--- config.mk ---
export PLATFORM = sky130hd
export DESIGN_NAME = sim_uart_loopback
export DESIGN_NICKNAME = d
export VERILOG_FILES = /design/src/rtl/sim_uart_loopback.sv
export SDC_FILE = /design/constraint.sdc
export NUM_CORES = 1
export LEC_CHECK = 0
export CORE_ASPECT_RATIO = 0.6
export CORE_MARGIN = 2
export CORE_UTILIZATION = 54
export DETAILED_ROUTE_END_ITERATION = 10
export PLACE_DENSITY = 0.76
export SLEW_MARGIN = 20
export SYNTH_ARGS = -nofsm -noshare
export SYNTH_HDL_FRONTEND = slang
export SYNTH_SLANG_ARGS = --single-unit
--- constraint.sdc ---
create_clock -name clk_i -period 3.8 [get_ports clk_i]
set_clock_uncertainty 0.15 [all_clocks]
set_input_delay 0.95 -clock clk_i [delete_from_list [all_inputs] [get_ports clk_i]]
set_output_delay 0.95 -clock clk_i [all_outputs]
set_load 0.05 [all_outputs]
--- src/rtl/sim_uart_loopback.sv ---
// sim_uart_loopback: clocked serial peer for the processor UART in the sim top.
// Receives frames on rxd_i, queues the bytes in an echo FIFO and sends them
// back on txd_o after TURNAROUND_CYCLES idle cycles.
//
// Ports:
//   clk_i, rst_i   clock, synchronous active-high reset
//   rxd_i          serial in from the DUT TXD (idle high)
//   txd_o          serial out to the DUT RXD (idle high)
//   rx_count_o     frames received with a good stop bit (32-bit, wraps)
//   tx_count_o     frames fully transmitted (32-bit, wraps)
//   fifo_level_o   echo FIFO occupancy
//   overrun_o      sticky, a received byte was dropped on a full FIFO
//   frame_error_o  sticky, bad stop bit (or bad parity)
//
// Optional feature: define SIM_UART_PARITY_EN to add an even-parity bit
// after the data bits in both directions.

module sim_uart_loopback #(
  parameter int unsigned CLK_FREQ_HZ       = 25000000,
  parameter int unsigned BAUD_RATE         = 115200,
  parameter int unsigned DATA_BITS         = 8,
  parameter int unsigned FIFO_DEPTH        = 16,
  parameter int unsigned TURNAROUND_CYCLES = 0
) (
  input  logic                          clk_i,
  input  logic                          rst_i,
  input  logic                          rxd_i,
  output logic                          txd_o,
  output logic [31:0]                   rx_count_o,
  output logic [31:0]                   tx_count_o,
  output logic [$clog2(FIFO_DEPTH):0]   fifo_level_o,
  output logic                          overrun_o,
  output logic                          frame_error_o
);

  localparam int unsigned BIT_CYCLES = CLK_FREQ_HZ / BAUD_RATE;
  localparam int unsigned AW         = $clog2(FIFO_DEPTH);
  localparam logic [31:0] BIT_LAST   = 32'(BIT_CYCLES - 1);
  localparam logic [31:0] BIT_HALF   = 32'(BIT_CYCLES / 2);
  localparam logic [31:0] GAP_LAST   = 32'(TURNAROUND_CYCLES - 1);
  localparam logic [2:0]  LAST_BIT   = 3'(DATA_BITS - 1);

`ifdef SIM_UART_PARITY_EN
  typedef enum logic [2:0] {RX_IDLE, RX_START, RX_DATA, RX_PARITY, RX_STOP} rx_state_t;
  typedef enum logic [2:0] {TX_IDLE, TX_GAP, TX_START, TX_DATA, TX_PARITY, TX_STOP} tx_state_t;
`else
  typedef enum logic [2:0] {RX_IDLE, RX_START, RX_DATA, RX_STOP} rx_state_t;
  typedef enum logic [2:0] {TX_IDLE, TX_GAP, TX_START, TX_DATA, TX_STOP} tx_state_t;
`endif

  // Input synchroniser plus previous-value flop for falling-edge detection
  logic rxd_s1_q, rxd_s2_q, rxd_prev_q;

  rx_state_t   rx_state_q, rx_state_d;
  logic [31:0] rx_cnt_q, rx_cnt_d;
  logic [2:0]  rx_idx_q, rx_idx_d;
  logic [7:0]  rx_shift_q, rx_shift_d;
  logic [31:0] rx_count_q, rx_count_d;
  logic        overrun_q, overrun_d;
  logic        ferr_q, ferr_d;
  logic        frame_ok;
`ifdef SIM_UART_PARITY_EN
  logic        rx_perr_q, rx_perr_d;
  logic        tx_par_q, tx_par_d;
`endif

  tx_state_t   tx_state_q, tx_state_d;
  logic [31:0] tx_cnt_q, tx_cnt_d;
  logic [2:0]  tx_idx_q, tx_idx_d;
  logic [7:0]  tx_shift_q, tx_shift_d;
  logic        txd_q, txd_d;
  logic [31:0] tx_count_q, tx_count_d;
  logic        want_next, launch;

  logic [AW:0] wr_ptr_q, wr_ptr_d, rd_ptr_q, rd_ptr_d;
  logic [7:0]  mem_q [FIFO_DEPTH];
  logic [7:0]  mem_d [FIFO_DEPTH];
  logic [7:0]  fifo_head;
  logic        fifo_full, fifo_empty, push, pop;

  assign fifo_empty = (wr_ptr_q == rd_ptr_q);
  assign fifo_full  = (wr_ptr_q[AW] != rd_ptr_q[AW]) &&
                      (wr_ptr_q[AW-1:0] == rd_ptr_q[AW-1:0]);
  assign fifo_head  = mem_q[rd_ptr_q[AW-1:0]];

`ifdef SIM_UART_PARITY_EN
  assign frame_ok = rxd_s2_q && !rx_perr_q;
`else
  assign frame_ok = rxd_s2_q;
`endif

  // Receiver
  always_comb begin
    rx_state_d = rx_state_q;
    rx_cnt_d   = rx_cnt_q;
    rx_idx_d   = rx_idx_q;
    rx_shift_d = rx_shift_q;
    rx_count_d = rx_count_q;
    overrun_d  = overrun_q;
    ferr_d     = ferr_q;
    push       = 1'b0;
`ifdef SIM_UART_PARITY_EN
    rx_perr_d  = rx_perr_q;
`endif
    case (rx_state_q)
      RX_IDLE: begin
        if (rxd_prev_q && !rxd_s2_q) begin
          rx_state_d = RX_START;
          rx_cnt_d   = BIT_HALF;
        end
      end
      RX_START: begin
        if (rx_cnt_q == '0) begin
          if (!rxd_s2_q) begin
            rx_state_d = RX_DATA;
            // Reload with BIT_CYCLES-1: the expiry cycle itself completes the bit period
            rx_cnt_d   = BIT_LAST;
            rx_idx_d   = '0;
            rx_shift_d = '0;
          end else begin
            rx_state_d = RX_IDLE;
          end
        end else begin
          rx_cnt_d = rx_cnt_q - 32'd1;
        end
      end
      RX_DATA: begin
        if (rx_cnt_q == '0) begin
          rx_shift_d[rx_idx_q] = rxd_s2_q;
          rx_cnt_d = BIT_LAST;
          if (rx_idx_q == LAST_BIT) begin
`ifdef SIM_UART_PARITY_EN
            rx_state_d = RX_PARITY;
`else
            rx_state_d = RX_STOP;
`endif
          end else begin
            rx_idx_d = rx_idx_q + 3'd1;
          end
        end else begin
          rx_cnt_d = rx_cnt_q - 32'd1;
        end
      end
`ifdef SIM_UART_PARITY_EN
      RX_PARITY: begin
        if (rx_cnt_q == '0) begin
          rx_perr_d  = (^rx_shift_q) ^ rxd_s2_q;
          rx_cnt_d   = BIT_LAST;
          rx_state_d = RX_STOP;
        end else begin
          rx_cnt_d = rx_cnt_q - 32'd1;
        end
      end
`endif
      RX_STOP: begin
        if (rx_cnt_q == '0) begin
          rx_state_d = RX_IDLE;
          if (frame_ok) begin
            rx_count_d = rx_count_q + 32'd1;
            if (!fifo_full || pop) push = 1'b1;
            else                   overrun_d = 1'b1;
          end else begin
            ferr_d = 1'b1;
          end
        end else begin
          rx_cnt_d = rx_cnt_q - 32'd1;
        end
      end
      default: rx_state_d = RX_IDLE;
    endcase
  end

  // Transmitter
  always_comb begin
    tx_state_d = tx_state_q;
    tx_cnt_d   = tx_cnt_q;
    tx_idx_d   = tx_idx_q;
    tx_shift_d = tx_shift_q;
    txd_d      = txd_q;
    tx_count_d = tx_count_q;
    want_next  = 1'b0;
    launch     = 1'b0;
    pop        = 1'b0;
`ifdef SIM_UART_PARITY_EN
    tx_par_d   = tx_par_q;
`endif
    case (tx_state_q)
      TX_IDLE: want_next = !fifo_empty;
      TX_GAP: begin
        if (tx_cnt_q == '0) launch = 1'b1;
        else                tx_cnt_d = tx_cnt_q - 32'd1;
      end
      TX_START: begin
        if (tx_cnt_q == '0) begin
          tx_state_d = TX_DATA;
          tx_idx_d   = '0;
          txd_d      = tx_shift_q[0];
          tx_cnt_d   = BIT_LAST;
        end else begin
          tx_cnt_d = tx_cnt_q - 32'd1;
        end
      end
      TX_DATA: begin
        if (tx_cnt_q == '0) begin
          tx_cnt_d = BIT_LAST;
          if (tx_idx_q == LAST_BIT) begin
`ifdef SIM_UART_PARITY_EN
            tx_state_d = TX_PARITY;
            txd_d      = tx_par_q;
`else
            tx_state_d = TX_STOP;
            txd_d      = 1'b1;
`endif
          end else begin
            tx_idx_d   = tx_idx_q + 3'd1;
            tx_shift_d = tx_shift_q >> 1;
            txd_d      = tx_shift_q[1];
          end
        end else begin
          tx_cnt_d = tx_cnt_q - 32'd1;
        end
      end
`ifdef SIM_UART_PARITY_EN
      TX_PARITY: begin
        if (tx_cnt_q == '0) begin
          tx_state_d = TX_STOP;
          txd_d      = 1'b1;
          tx_cnt_d   = BIT_LAST;
        end else begin
          tx_cnt_d = tx_cnt_q - 32'd1;
        end
      end
`endif
      TX_STOP: begin
        if (tx_cnt_q == '0) begin
          tx_count_d = tx_count_q + 32'd1;
          tx_state_d = TX_IDLE;
          want_next  = !fifo_empty;
        end else begin
          tx_cnt_d = tx_cnt_q - 32'd1;
        end
      end
      default: tx_state_d = TX_IDLE;
    endcase

    // Chaining straight from the stop bit keeps the inter-byte gap at exactly TURNAROUND_CYCLES
    if (want_next) begin
      if (TURNAROUND_CYCLES == 0) begin
        launch = 1'b1;
      end else begin
        tx_state_d = TX_GAP;
        tx_cnt_d   = GAP_LAST;
      end
    end
    if (launch) begin
      pop        = 1'b1;
      tx_state_d = TX_START;
      txd_d      = 1'b0;
      tx_cnt_d   = BIT_LAST;
      tx_shift_d = fifo_head;
`ifdef SIM_UART_PARITY_EN
      tx_par_d   = ^fifo_head;
`endif
    end
  end

  // Echo FIFO
  always_comb begin
    mem_d = mem_q;
    if (push) mem_d[wr_ptr_q[AW-1:0]] = rx_shift_q;
    wr_ptr_d = wr_ptr_q + (AW+1)'(push);
    rd_ptr_d = rd_ptr_q + (AW+1)'(pop);
  end

  always_ff @(posedge clk_i) begin
    mem_q <= mem_d;
  end

  always_ff @(posedge clk_i) begin
    if (rst_i) begin
      rxd_s1_q   <= 1'b1;
      rxd_s2_q   <= 1'b1;
      rxd_prev_q <= 1'b1;
      rx_state_q <= RX_IDLE;
      rx_cnt_q   <= '0;
      rx_idx_q   <= '0;
      rx_shift_q <= '0;
      rx_count_q <= '0;
      overrun_q  <= 1'b0;
      ferr_q     <= 1'b0;
      tx_state_q <= TX_IDLE;
      tx_cnt_q   <= '0;
      tx_idx_q   <= '0;
      tx_shift_q <= '0;
      txd_q      <= 1'b1;
      tx_count_q <= '0;
      wr_ptr_q   <= '0;
      rd_ptr_q   <= '0;
`ifdef SIM_UART_PARITY_EN
      rx_perr_q  <= 1'b0;
      tx_par_q   <= 1'b0;
`endif
    end else begin
      rxd_s1_q   <= rxd_i;
      rxd_s2_q   <= rxd_s1_q;
      rxd_prev_q <= rxd_s2_q;
      rx_state_q <= rx_state_d;
      rx_cnt_q   <= rx_cnt_d;
      rx_idx_q   <= rx_idx_d;
      rx_shift_q <= rx_shift_d;
      rx_count_q <= rx_count_d;
      overrun_q  <= overrun_d;
      ferr_q     <= ferr_d;
      tx_state_q <= tx_state_d;
      tx_cnt_q   <= tx_cnt_d;
      tx_idx_q   <= tx_idx_d;
      tx_shift_q <= tx_shift_d;
      txd_q      <= txd_d;
      tx_count_q <= tx_count_d;
      wr_ptr_q   <= wr_ptr_d;
      rd_ptr_q   <= rd_ptr_d;
`ifdef SIM_UART_PARITY_EN
      rx_perr_q  <= rx_perr_d;
      tx_par_q   <= tx_par_d;
`endif
    end
  end

  assign txd_o         = txd_q;
  assign rx_count_o    = rx_count_q;
  assign tx_count_o    = tx_count_q;
  assign fifo_level_o  = wr_ptr_q - rd_ptr_q;
  assign overrun_o     = overrun_q;
  assign frame_error_o = ferr_q;

endmodule

==> flow_summary.ini <==
[critical_path]
cp-end-kind = output port
path_class = reg2out
cp-start-kind = register
worstPathCellList = inv_1, ha_1, fa_1, inv_1, a21o_1, a21oi_1, xnor2_1, buf_12
cpMostUsedCell = inv_1
cp.required_ns = 2.70
crit_fanout = 8
cp_slowest_stage_delay_ns = 0.52
worstPathBufferInverterCount = 3
slowest_stage = dfxtp_1
arrival_ns = 2.58
cpLargestDelayFamily = adder cells

[synthesis]
yosys.cell_count.top_type = dfxtp_1
synthTopCellsByCount = 171 x dfxtp_1, 156 x nor2_1, 128 x edfxtp_1
synthDistinctLibCells = 68
synth-main-ff-cell = dfxtp_1
synth_nets = 1295
synth_cells = 1271
yosys.area.top_type = edfxtp_1
yosysWarnings = 0
synth.avg_cell_area_um2 = 10.64
ys_ff_latch = 299
synthTopCellsByArea = edfxtp_1 28%, dfxtp_1 25%, mux4_2 6.5%, nor2_1 4.3%, xnor2_1 3.2%
async_flop_share_pct = 0
synth_edf_count = 128
seq_area_frac_synth_pct = 53.74
synth_top_area_share_pct = 28.43
syn_area_um2 = 13520

[sta]
tns_ns = 0
worstMarginPinSlew_ns = 0.8955
rsz0062_at_grt = false
timing.final.hold_violations = 0
slew_headroom_pct = 39.75
max_freq_ghz = 0.2720
maxSlewViolCount = 0
period_minus_slack_ns = 3.677
setup_viol = 0
fin_crit_sh_pct = 96.76

[detailed_routing]
drt-initial-drc-count = 1412
drc = 0
vias = 10460
viasPerCell = 6.127
dr.pass1.iters = 6
antenna_left = 0
wl_um = 33240
wl_per_cell_um = 19.47

[floorplanning]
initial_core_util_pct = 55.44
core_area_um2 = 24390
ios = 75
die_width_um = 208.3
design.die.area_um2 = 26360
fp-row-count = 44
die_y_um = 126.6

[cells_and_area]
fin_cells = 1707
multiInputGateArea_um2 = 5883
area_growth_pct = 16.54
drive_gt1_share_pct = 10.40
fillers = 1848
fin_nets = 1387
insertedDiodeCount = 0
ff_latch_area_um2 = 7268

[power_and_ir_drop]
cellPowerDensity_nw_per_um2 = 793.4
p_sw_share_pct = 44.55
power_uw = 12500
ir_drop_mv = 1.175
combPwrFrac_pct = 47.0
seqPwrFrac_pct = 30.1
p_switching_uw = 5570
intPower_uw = 6932
p_leak_uw = 0.005247
clockPowerShare_pct = 22.9

[place]
place_inst = 1655
gp_congestion = 0.9231
dpl.hpwl_um = 22820
io_buffers = 74

[run_status]
status = complete, no violations

[global_route]
busiest_layer = met1
grt_max_degree = 62
gr-usage-met1_pct = 40.83
met2_usage_pct = 35.94
grt_pass1_vias = 9647
grt.overflow.total = 0
grt_usage_pct = 25.30
grt_pass1_wl_um = 53170
antenna_found_initial = 1
grt_util_met3_pct = 4.481

[clock_network]
cts_htree_levels = 1
clockRootBuffer = clkbuf_16
clk_pin_slew_ns = 0.06
cts.path.max_buffers = 3
cts_sinks = 299
cts_setup_buffers = 0
cts_buffers = 28
clk_latency_ns = 0.54
cts_tree = yes
holdBufCountCts = 0

[hold_path]
hold_path.class = reg2reg

[job]
maxCapViolations = 0
[final timing paths]
kind / from / to / slack (ns) / cells after the start
min: rxd_s1_q$_SDFF_PP1_ / frame_ok$_SDFF_PP1_ / 0.28 / 1
max: wr_ptr_q[0]$_SDFF_PP0_ / fifo_level_o[4] / 0.12 / 8
max reg2reg: tx_cnt_q[18]$_SDFFE_PP0P_ / mem_q[27]$_DFFE_PP_ / 0.38 / 7
min reg2reg: rxd_s1_q$_SDFF_PP1_ / frame_ok$_SDFF_PP1_ / 0.28 / 1
[flip-flops by register name, summed over array words and instances (netlist names), 2 cells and up]
name and count:
mem_q 128, rx_cnt_q 32, rx_count_o 32, tx_cnt_q 32
tx_count_o 32, rx_shift_q 8, tx_shift_q 8, rd_ptr_q 5
wr_ptr_q 5, rx_idx_q 3, tx_idx_q 3, tx_state_q 3
rx_state_q 2
[final cells by class]
class	instances	area share, %
Timing Repair Buffer	118	6.964
Clock buffer	38	4.883
Tap cell	322	2.557
Sequential cell	299	46.13
Clock inverter	14	1.040
Inverter	46	1.096
Multi-Input combinational cell	870	37.34
[cells by family after synthesis]
family | share of synthesized area (%)
flops | 53.74
fa+ha+maj | 1.999
simple gates | 19.82
compound gates | 9.355
xor+xnor | 5.052
buf+inv | 2.868
mux | 7.162
[power groups by stage]
stage / Sequential (µW) / Combinational (µW) / Clock, µW
after global placement: 3820 / 5660 / 0
after CTS: 3760 / 5800 / 2900
final: 3760 / 5870 / 2860
after detailed placement: 3820 / 5700 / 0
after floorplan: 3770 / 4170 / 0
after global routing: 3770 / 5990 / 3030
[through the flow]
stage	area, µm²	utilization [%]	hold slack [ns]	worst slack [ns]
after floorplan	13520	-	0.2395	0.2090
after CTS	15750	64.58	0.2749	0.1166
after global routing	15760	64.61	0.2781	0.03298
after detailed placement	14820	60.76	0.2566	0.1586
after global placement	14820	60.75	0.2520	0.2727
final	15760	64.61	0.2752	0.1230
[timing repair]
action,CTS,global route
endpoints found under the setup margin,1,113
gates cloned,0,0
gates resized for setup,1,1
[layer usage]
metal	vias to the layer above	wire length, µm
li1	4914	-
met1	5107	16340
met2	414	13860
met3	24	2775
met4	0	266
met5	-	0
[layout by cell type (no fill, tap or decap), drive strengths merged, types with 9 or more instances in the layout]
master | Yosys | layout
a211oi | 18 | 18
a21oi | 63 | 63
a31oi | 15 | 15
and2 | 9 | 9
buf | 7 | 48
clkbuf | 49 | 38
clkdlybuf4s50 | 0 | 69
clkinv | 1 | 10
dfxtp | 171 | 171
edfxtp | 128 | 128
ha | 20 | 20
inv | 45 | 45
mux2i | 9 | 9
mux4 | 39 | 39
nand2 | 73 | 73
nand2b | 10 | 10
nand3 | 53 | 53
nand4 | 28 | 28
nor2 | 156 | 156
nor2b | 9 | 9
nor3 | 64 | 64
nor4 | 37 | 37
o21ai | 51 | 51
o31ai | 9 | 9
or3 | 21 | 21
or4 | 18 | 18
xnor2 | 49 | 49
xor2 | 29 | 29
(Power assumes the default switching activity.)
